## config.mk

```make
export PLATFORM = sky130hd
export DESIGN_NAME = pipeline_hazard_ctrl
export DESIGN_NICKNAME = d
export VERILOG_FILES = /design/src/rtl/pipeline_hazard_ctrl.sv
export SDC_FILE = /design/constraint.sdc
export NUM_CORES = 1
export LEC_CHECK = 0
export CELL_PAD_IN_SITES_DETAIL_PLACEMENT = 1
export CELL_PAD_IN_SITES_GLOBAL_PLACEMENT = 1
export CORE_ASPECT_RATIO = 2
export CORE_MARGIN = 5
export CORE_UTILIZATION = 24
export CTS_CLUSTER_DIAMETER = 50
export DETAILED_ROUTE_END_ITERATION = 8
export PLACE_DENSITY_LB_ADDON = 0.1
export SYNTH_ARGS = -nofsm -noshare
export SYNTH_HDL_FRONTEND = slang
export SYNTH_SLANG_ARGS = --single-unit
```

## constraint.sdc

```tcl
create_clock -name clk -period 2.1 [get_ports clk]
set_clock_uncertainty 0.15 [all_clocks]
set_input_delay 0.42 -clock clk [delete_from_list [all_inputs] [get_ports clk]]
set_output_delay 0.42 -clock clk [all_outputs]
set_load 0.01 [all_outputs]
```

## src/rtl/pipeline_hazard_ctrl.sv

```systemverilog
// Hazard/stall sequencer for the five-stage pipeline: forwarding, load-use and branch control,
// data-memory wait FSM with timeout watchdog. Optional counters: PIPELINE_HAZARD_PERF_EN.
module pipeline_hazard_ctrl #(
    parameter int unsigned MEM_TIMEOUT = 16,
    parameter int unsigned CNT_W       = 32
) (
    input  logic             clk,
    input  logic             rst,
    input  logic [4:0]       Rs1D,
    input  logic [4:0]       Rs2D,
    input  logic [4:0]       Rs1E,
    input  logic [4:0]       Rs2E,
    input  logic [4:0]       RdE,
    input  logic [4:0]       RdM,
    input  logic [4:0]       RdW,
    input  logic             RegWriteM,
    input  logic             RegWriteW,
    input  logic             LoadE,
    input  logic             PCSrcE,
    input  logic             MemAccessM,
    input  logic             MemReadyM,
    output logic             StallF,
    output logic             StallD,
    output logic             StallE,
    output logic             StallM,
    output logic             FlushD,
    output logic             FlushE,
    output logic             FlushW,
    output logic [1:0]       ForwardAE,
    output logic [1:0]       ForwardBE,
    output logic             MemReqM,
    output logic             MemErr,
    output logic [CNT_W-1:0] StallCnt,
    output logic [CNT_W-1:0] FlushCnt
);

    typedef enum logic {M_IDLE, M_WAIT} mstate_t;

    mstate_t     state;
    logic [15:0] wd;
    logic        memstall;
    logic        lwstall;

    function automatic logic [1:0] fwd_sel(input logic [4:0] rs);
        if (RegWriteM && RdM != 5'd0 && RdM == rs)
            return 2'b10;
        else if (RegWriteW && RdW != 5'd0 && RdW == rs)
            return 2'b01;
        else
            return 2'b00;
    endfunction

    assign memstall = MemAccessM & ~MemReadyM;
    assign lwstall  = LoadE & (RdE != 5'd0) & ((Rs1D == RdE) | (Rs2D == RdE));

    always_comb begin
        StallF    = 1'b0;
        StallD    = 1'b0;
        StallE    = 1'b0;
        StallM    = 1'b0;
        FlushD    = 1'b0;
        FlushE    = 1'b0;
        FlushW    = 1'b0;
        MemReqM   = 1'b0;
        ForwardAE = 2'b00;
        ForwardBE = 2'b00;
        if (rst) begin
            FlushD = 1'b1;
            FlushE = 1'b1;
            FlushW = 1'b1;
        end else begin
            MemReqM   = MemAccessM;
            ForwardAE = fwd_sel(Rs1E);
            ForwardBE = fwd_sel(Rs2E);
            // A memory wait freezes D and E, so any pending branch/load-use flush is deferred
            if (memstall) begin
                StallF = 1'b1;
                StallD = 1'b1;
                StallE = 1'b1;
                StallM = 1'b1;
                FlushW = 1'b1;
            end else begin
                StallF = lwstall;
                StallD = lwstall;
                FlushE = lwstall | PCSrcE;
                FlushD = PCSrcE;
            end
        end
    end

    always_ff @(posedge clk) begin
        if (rst) begin
            state  <= M_IDLE;
            wd     <= '0;
            MemErr <= 1'b0;
        end else begin
            case (state)
                M_IDLE: begin
                    wd <= '0;
                    if (memstall)
                        state <= M_WAIT;
                end
                M_WAIT: begin
                    if (wd < 16'(MEM_TIMEOUT))
                        wd <= wd + 16'd1;
                    if (({1'b0, wd} + 17'd1) >= 17'(MEM_TIMEOUT))
                        MemErr <= 1'b1;
                    if (MemReadyM)
                        state <= M_IDLE;
                end
                default: state <= M_IDLE;
            endcase
        end
    end

`ifdef PIPELINE_HAZARD_PERF_EN
    always_ff @(posedge clk) begin
        if (rst) begin
            StallCnt <= '0;
            FlushCnt <= '0;
        end else begin
            if (StallF | StallD | StallE | StallM)
                StallCnt <= StallCnt + CNT_W'(1);
            if (FlushD | FlushE)
                FlushCnt <= FlushCnt + CNT_W'(1);
        end
    end
`else
    assign StallCnt = '0;
    assign FlushCnt = '0;
`endif

endmodule

```

==> impl_metrics.json, run 1 <==
{
  "numCtsBuffers": 3,
  "rsz0062_at_grt": "true",
  "netlist_instances": 219,
  "dieArea_mm2": 0.00927,
  "synth_edf_count": 0,
  "die_w_um": 70.6,
  "hold_path.class": "reg -> reg",
  "dr.pass1.iters": 4,
  "violations": "setup timing",
  "drt-initial-drc-count": 21,
  "seq_area_frac_synth": 0.204,
  "setup_viol": 4,
  "drt-total-wl_um": 5590,
  "timing.hold.ws_ns": 0.309,
  "crit_chain": "buf_6 -> buf_6 -> xor2_2 -> or4_4 -> nor4_2 -> buf_2",
  "cts_hold_buf": 0,
  "max-clock-path-buffers": 2,
  "cap_violations": 0,
  "whs_path_depth": 1,
  "r2r-start": "wd[2]",
  "ys_async_sr_fraction": 0,
  "ioPinCount": 120,
  "path_max_fanout": 2,
  "cts_root_buffer": "clkbuf_16",
  "slowest_stage": "or4_4",
  "report.final.slew_viol_count": 0,
  "fin_util": 0.368,
  "whs_endpoint": "wd[15]",
  "finalCritPeriodShare": 1.12,
  "stdcell_count": 394,
  "avgSynthCellArea_um2": 8.06,
  "synthToLayoutAreaGrowth_pct": 50.4,
  "avgViaCountPerCell": 4.14,
  "worst-r2r-cell-count": 4,
  "grt_overflow": 0,
  "yosysWarnings": 0,
  "setup_slack_ns": -0.257,
  "cts_sinks": 18,
  "irDropWorstVdd_uv": 209,
  "synthDistinctLibCells": 40,
  "grtUsageTotal": 0.117,
  "endpoint_kind": "output pin",
  "start_util": 0.245,
  "synth_flop_cell": "dfxtp_1",
  "coreArea_mm2": 0.00721,
  "outcome": "finished, violations left",
  "dp_hpwl_um": 4820,
  "std_cell_rows": 44,
  "fillers": 891,
  "r2r_setup_slack_ns": 0.16,
  "die_y_um": 131,
  "synth_top_area_share": 0.281,
  "clkTransAtPathRegs_ns": 0.05,
  "grt_antenna_before_repair": 0,
  "hold_start": "wd[15]",
  "io_buffer_count": 55,
  "leakagePower_nw": 1.22,
  "synthTopCellsByArea": "buf_4 (28%), dfxtp_1 (20%), xnor2_1 (8.9%), xor2_1 (7.4%), and2_1 (3.5%)",
  "grt_pass1_vias": 1820,
  "r2r-end": "MemErr",
  "fin_nets": 348,
  "ant_nets": 0,
  "slowest_delay_ns": 0.54,
  "power.density_mw_per_mm2": 405,
  "seq_area_um2": 360,
  "place_congestion": 0.707,
  "worstPathArrival_ns": 1.79,
  "drc": 0,
  "multi_input_area_mm2": 0.00140,
  "timing.fmax_ghz": 0.424,
  "grt_first_pass_wirelength_um": 8620,
  "post-route-min-period_ns": 2.36,
  "clkLatencyLatePin_ns": 0.25,
  "crit_top_cell": "buf_6",
  "crit_type": "in -> out",
  "yosysTopAreaCell": "buf_4",
  "yosysMostFrequentCell": "buf_4",
  "critPathRequiredTime_ns": 1.53,
  "n_antenna_cell": 0,
  "dp.cells": 387,
  "wl_per_cell_um": 14.2,
  "synthTopCellsByCount": "buf_4 (66), dfxtp_1 (18), xnor2_1 (18), nor2_1 (15), xor2_1 (15)",
  "vias": 1631,
  "final-hold-violation-count": 0,
  "h-tree-depth": 1,
  "grt_max_degree": 12,
  "netlist_area_mm2": 0.00176,
  "crit_path_start_kind": "primary input",
  "cts_tree": "built",
  "yosys_register_bits": 18,
  "drive_above_1_share": 0.361
}
[area by class of cell]
type / instances / share of cell area
Clock buffer: 3 / 0.0283
Multi-Input combinational cell: 193 / 0.527
Inverter: 2 / 0.00283
Tap cell: 92 / 0.0434
Timing Repair Buffer: 86 / 0.262
Sequential cell: 18 / 0.136
[worst max-delay path by stage]
stage	slack (ns)	from	cells past startpoint	end
after CTS	-0.35	RdM[2]	7	ForwardBE[0]
final	-0.26	RdW[3]	6	ForwardBE[0]
after global placement	-1.03	RdW[2]	6	ForwardBE[0]
after floorplan	0.05	RegWriteW	4	ForwardAE[0]
after detailed placement	-1.09	RdW[2]	6	ForwardBE[0]
after global routing	-0.28	RdW[3]	6	ForwardBE[0]
[timing repair]
action | 4_1_cts | 5_1_grt
setup buffers | 4 | 3
gates resized for setup | 135 | 73
pin swaps | 24 | 22
endpoints found under the setup margin | 12 | 9
[metal layers]
metal,vias to the layer above,track usage,routed length [um]
li1,779,-,-
met1,779,0.0932,1550
met2,66,0.266,3740
met3,7,0.00994,210
met4,0,0.0429,87
met5,-,0,0
[power by group]
part / switching (mW) / internal [mW]
clock network: 0.127 / 0.251
logic: 0.186 / 0.166
registers: 0.00120 / 0.344
total: 0.315 / 0.760
[sequential cells by signal (all words and copies together) (netlist names)]
register and cells:
wd 16, MemErr 1, state 1
[logic make-up (layout without fill, tap and decap cells)]
family / count (synthesis) / after routing / synth area share
muxes: 2 / 2 / 0.0113
xor gates and xnor gates: 33 / 33 / 0.164
and+or+nand+nor: 72 / 72 / 0.235
other: 1 / 64 / 0.00213
buffers and inverters: 71 / 91 / 0.293
AOI/OAI and AO/OA: 21 / 21 / 0.0830
DFF: 18 / 18 / 0.204
adders and majority gates: 1 / 1 / 0.00709
[worst max-delay path: cells and delay by family]
kind                      cells  cell delay, ns
xor gates and xnor gates      1            0.16
buffers and inverters         3            0.38
and+or+nand+nor               2            0.82
[stage by stage]
step                worst slack [ns]  instance area (um^2)  power [mW]  TNS (ns)
floorplan                     0.0466                  2000       0.569         0
global placement               -1.03                  2360       0.649     -7.50
detailed placement             -1.09                  2360       0.651     -7.63
CTS                           -0.349                  2500        1.04    -0.975
global route                  -0.283                  2650        1.13     -1.04
finish                        -0.257                  2650        1.07    -0.672
[cell usage in the layout (no fill, tap or decap), types with 4 or more instances in the layout]
| cell | Yosys | final |
|---|---|---|
| buf_2 | 2 | 12 |
| clkdlybuf4s50_1 | 0 | 7 |
| clkbuf_2 | 0 | 11 |
| nor3_1 | 8 | 4 |
| buf_4 | 66 | 28 |
| dfxtp_1 | 18 | 18 |
| dlygate4sd2_1 | 0 | 11 |
| conb_1 | 1 | 64 |
| xor2_1 | 15 | 12 |
| xnor2_1 | 18 | 8 |
| xnor2_2 | 0 | 9 |
| nand2_1 | 6 | 4 |
| nor2_1 | 15 | 14 |
| buf_6 | 0 | 11 |
| or4_4 | 0 | 5 |
| nand3_1 | 7 | 4 |
| and2_1 | 10 | 10 |
Note: power is estimated with default switching activity, not from simulation.
==> inputs of run 2 (changes only) <==
Settings changed: CAP_MARGIN from default to 20, CTS_BUF_LIST from default to sky130_fd_sc_hd__clkbuf_16.
Clock period 2.1 ns to 2.2 ns, I/O delays scaled along.
==> run 2 against run 1 <==
The run still ends with setup timing left. Sequential power fell by 5%. Critical path type unchanged. Register-to-register slack improved by 0.16 ns. Non-clock buffer count is 3 lower. Die area stayed put. Largest power group unchanged.
==> impl_metrics.json, run 2 (synthesis gave the netlist of run 1 again) <==
{
  "hold_path.class": "reg -> reg",
  "irDropWorstVdd_uv": 217,
  "layout_commonest_cell": "conb_1",
  "vias": 1593,
  "synthToLayoutAreaGrowth_pct": 46.1,
  "grt_overflow": 0,
  "post-route-min-period_ns": 2.34,
  "numCtsBuffers": 3,
  "leakagePower_nw": 1.15,
  "dieArea_mm2": 0.00927,
  "violations": "setup timing",
  "cts_tree": "built",
  "largest_reg_flops": 16,
  "fillers": 895,
  "crit_path_start_kind": "primary input",
  "start_util": 0.245,
  "clkLatencyLatePin_ns": 0.25,
  "power.density_mw_per_mm2": 391,
  "largest_registers": "wd: 16 flops, MemErr: 1 flops, state: 1 flops",
  "ant_nets": 0,
  "cap_violations": 0,
  "grt_first_pass_wirelength_um": 8360,
  "max-clock-path-buffers": 2,
  "cts_sinks": 18,
  "drc": 0,
  "drive_above_1_share": 0.307,
  "clkTransAtPathRegs_ns": 0.05,
  "grtUsageTotal": 0.115,
  "slowest_delay_ns": 0.54,
  "dr.pass1.iters": 4,
  "h-tree-depth": 1,
  "critPathRequiredTime_ns": 1.61,
  "timing.fmax_ghz": 0.427,
  "n_antenna_cell": 0,
  "fin_nets": 345,
  "io_buffer_count": 55,
  "place_congestion": 0.750,
  "drt-initial-drc-count": 28,
  "wl_per_cell_um": 14.3,
  "grt_max_degree": 12,
  "cts_root_buffer": "clkbuf_16",
  "ioPinCount": 120,
  "rsz0062_at_grt": "true",
  "grt_antenna_before_repair": 0,
  "setup_viol": 4,
  "final-hold-violation-count": 0,
  "outcome": "finished, violations left",
  "fin_util": 0.357,
  "slowest_stage": "or4_4",
  "drt-total-wl_um": 5600,
  "setup_slack_ns": -0.141,
  "avgViaCountPerCell": 4.06,
  "finalCritPeriodShare": 1.06,
  "dp_hpwl_um": 4800,
  "die_w_um": 70.6,
  "worstPathArrival_ns": 1.75,
  "coreArea_mm2": 0.00721,
  "std_cell_rows": 44,
  "crit_chain": "buf_6 -> or4_4 -> o21ai_4 -> nor3_2 -> nor4_4 -> buf_2",
  "path_max_fanout": 3,
  "largest_register": "wd",
  "endpoint_kind": "output pin",
  "grt_pass1_vias": 1733,
  "crit_type": "in -> out",
  "power_mw": 1.01,
  "final_cell_mix": "conb_1 (64), buf_4 (26), dfxtp_1 (18)",
  "die_y_um": 131,
  "report.final.slew_viol_count": 0
}
==> run 2: cell type report <==
class,count,area [um^2],area share
tap,92,115,0.0447
clock inverter,1,3.75,0.00146
inverter,2,7.51,0.00291
clock buffer,3,75.1,0.0291
timing repair buffer,83,669,0.260
sequential,18,360,0.140
multi-input combinational,193,1350,0.522
==> run 2: routing by layer <==
layer	GRT usage	routed length, um	up-vias
li1	-	-	775
met1	0.0852	1500	748
met2	0.264	3670	65
met3	0.0199	346	5
met4	0.0345	73	0
met5	0	0	-
==> run 2: per-stage QoR <==
| step | cell area, um^2 | cells | setup WS [ns] | TNS (ns) | hold slack, ns |
|---|---|---|---|---|---|
| floorplan | 2000 | 282 | 0.0222 | 0 | 0.281 |
| global placement | 2350 | 386 | -0.957 | -6.80 | 0.293 |
| detailed placement | 2350 | 386 | -0.991 | -7.06 | 0.302 |
| CTS | 2470 | 391 | -0.180 | -0.359 | 0.314 |
| global route | 2580 | 392 | -0.195 | -0.562 | 0.348 |
| finish | 2580 | 392 | -0.141 | -0.395 | 0.311 |
==> run 2: final timing paths <==
path	startpoint	endpoint	slack (ns)	depth (start not counted)
worst max-delay path	RdM[1]	ForwardAE[0]	-0.14	6
worst min-delay path	wd[14]	wd[14]	0.31	1
worst max register to register	wd[0]	MemErr	0.32	6
worst min register to register	wd[14]	wd[14]	0.31	1
==> run 2: where the power goes <==
group | internal [mW] | switching [mW] | total, mW
Combinational | 0.144 | 0.170 | 0.314
Sequential | 0.328 | 0.00118 | 0.329
Clock | 0.242 | 0.123 | 0.364
==> run 2: what timing repair did <==
item | 4_1_cts | 5_1_grt
pin swaps | 28 | 19
endpoints found under the hold margin | 0 | 0
resized for setup | 144 | 40
hold buffers | 0 | 0
buffers inserted | 1 | 2
setup endpoints to repair | 12 | 8
==> run 2: worst max-delay path: cells and delay by family <==
kind | cells | cell delay [ns]
AO/OA/AOI/OAI | 1 | 0.18
buffers and inverters | 2 | 0.26
AND/OR/NAND/NOR | 3 | 0.87
==> inputs of run 3 (changes only) <==
Settings changed: SLEW_MARGIN from default to 10.
==> results of run 3 <==
Final layout, timing and power as in run 2 (identical DEF).
==> variant, RTL diff (flow settings as in run 2) <==
Set the parameter `CNT_W` to 48 (it was 32).
--- a/src/rtl/pipeline_hazard_ctrl.sv
+++ b/src/rtl/pipeline_hazard_ctrl.sv
@@ -3,5 +3,5 @@
 module pipeline_hazard_ctrl #(
     parameter int unsigned MEM_TIMEOUT = 16,
-    parameter int unsigned CNT_W       = 32
+    parameter int unsigned CNT_W       = 48
 ) (
     input  logic             clk,
Interface: changed (resized FlushCnt and StallCnt); port bits go from 120 to 152. The function was not compared with the original's and may differ.
==> variant against run 2 <==
  * The flow still finishes with violations (negative setup slack)
  * Total power rose by 3.8%
  * Fmax about the same
  * Wire length up 13%
  * Design area rose by 5.7%
  * Setup slack improved by 0.0020 ns
  * Synthesized cell count up 15%
  * Sequential cell count did not move
  * Synthesized area increased by 14%
  * Largest power group unchanged
==> variant: results (changes against run 2) <==
Outcome:
- Status: finished, violations left (unchanged).
- Violations in the final reports: negative setup slack (unchanged).

Worst setup path:
- The standard cell with the maximum stage delay on the critical path is or4_4 (unchanged).
- The maximum cell stage delay along the critical path came to 0.51 ns (was 0.54 ns).
- The data arrival time of the worst path is 1.75 ns (about the same).
- The highest fanout seen on the critical path was 2 (was 3).

Placement:
- The count of placed standard cells including taps was 427 (was 386).
- The placer's final routability congestion estimate is 0.758 (was 0.750).
- The number of I/O port buffers came to 55 (unchanged).
- The worst setup slack before clock tree synthesis is -0.948 ns (was -0.991 ns).
- The placed cell area is 2500 sq um (was 2350 sq um).
- The final HPWL from detailed placement was 5670 um (was 4800 um).

Global route:
- The number of global-route vias before repair is 1870 (was 1733).
- The largest net degree at the start of global routing was 12 (unchanged).
- The first-pass GRT wire length is 9430 um (was 8360 um).
- The aggregate global-route resource usage was 12.1% (was 11.5%).

CTS:
- The number of gates given a new drive strength after cts is 163 (was 144).
- The number of levels in the clock H-tree came to 1 (unchanged).

Logic synthesis:
- The share of the synthesized netlist area taken by xor and xnor gates is 14.4% (was 16.4%).
- The count of warnings emitted by yosys is 0 (unchanged).
- The multiplexer share of the synthesized area is 0.999% (was 1.13%).
- The sequential-to-total area share from yosys stat was 18.0% (was 20.4%).
- The compound-cell area share of the yosys netlist is 7.30% (was 8.30%).
- The post-synthesis area per instance is 7.99 sq um (was 8.06 sq um).
- Largest cells by area after synthesis: buf_4 37%, dfxtp_1 18%, xnor2_1 7.9%, xor2_1 6.6%, and2_1 3.1% (was buf_4 28%, dfxtp_1 20%, xnor2_1 8.9%, xor2_1 7.4%, and2_1 3.5%).
- Commonest cells in the netlist: 98 x buf_4, 18 x dfxtp_1, 18 x xnor2_1 (was 66 x buf_4, 18 x dfxtp_1, 18 x xnor2_1).
- The adder-cell area share of the yosys netlist is 0.624% (was 0.709%).

Timing:
- The sum of negative setup slack was -0.253 ns (was -0.395 ns).
- The final worst-path setup slack came to -0.139 ns (was -0.141 ns).
- The count of final setup violators came to 2 (was 4).

Layout:
- The filler cell count in the final layout is 1056 (was 895).
- Regs by FF count: wd (16), MemErr (1), state (1) (unchanged).
- The final cell count without fillers was 430 (was 392).
- The total inserted antenna cells is 0 (unchanged).
- The number of nets in the finished design is 378 (was 345).
- The fraction of layout instances using a drive strength above 1 came to 29.8% (was 30.7%).

Detailed routing:
- The per-cell routed wire length was 14.7 um (was 14.3 um).
- The violation count after the first detailed-route iteration is 44 (was 28).
- The via count is 1692 (was 1593).

Power and ir drop:
- The maximum vdd ir drop came to 0.205 mV (was 0.217 mV).
- The leakage power is 1.28 nW (was 1.15 nW).
variant: worst paths after layout:
| kind | cells after the start | slack [ns] | start | endpoint |
|---|---|---|---|---|
| worst max-delay path | 6 | -0.14 | RdW[0] | ForwardBE[0] |
| worst min-delay path | 1 | 0.31 | wd[14] | wd[14] |
| worst max register to register | 6 | 0.31 | wd[0] | MemErr |
| worst min register to register | 1 | 0.31 | wd[14] | wd[14] |
variant: per-layer routing:
metal,wire length (um),track usage [%]
met1,1630,8.85
met2,4150,27.0
met3,370,1.30
met4,183,4.97
met5,0,0
variant: report_power, final:
group	switching, mW	internal [mW]
clock network	0.125	0.240
logic	0.200	0.152
registers	0.00123	0.328
total	0.326	0.719
variant: layout make-up:
class                   count  area (sq um)  area share (%)
multi-input cells         225          1460            53.7
clock buffers               3          75.1            2.76
well taps                  98           123            4.50
inverters                   2          7.51           0.276
repair buffers             84           694            25.5
flip-flops and latches     18           360            13.2
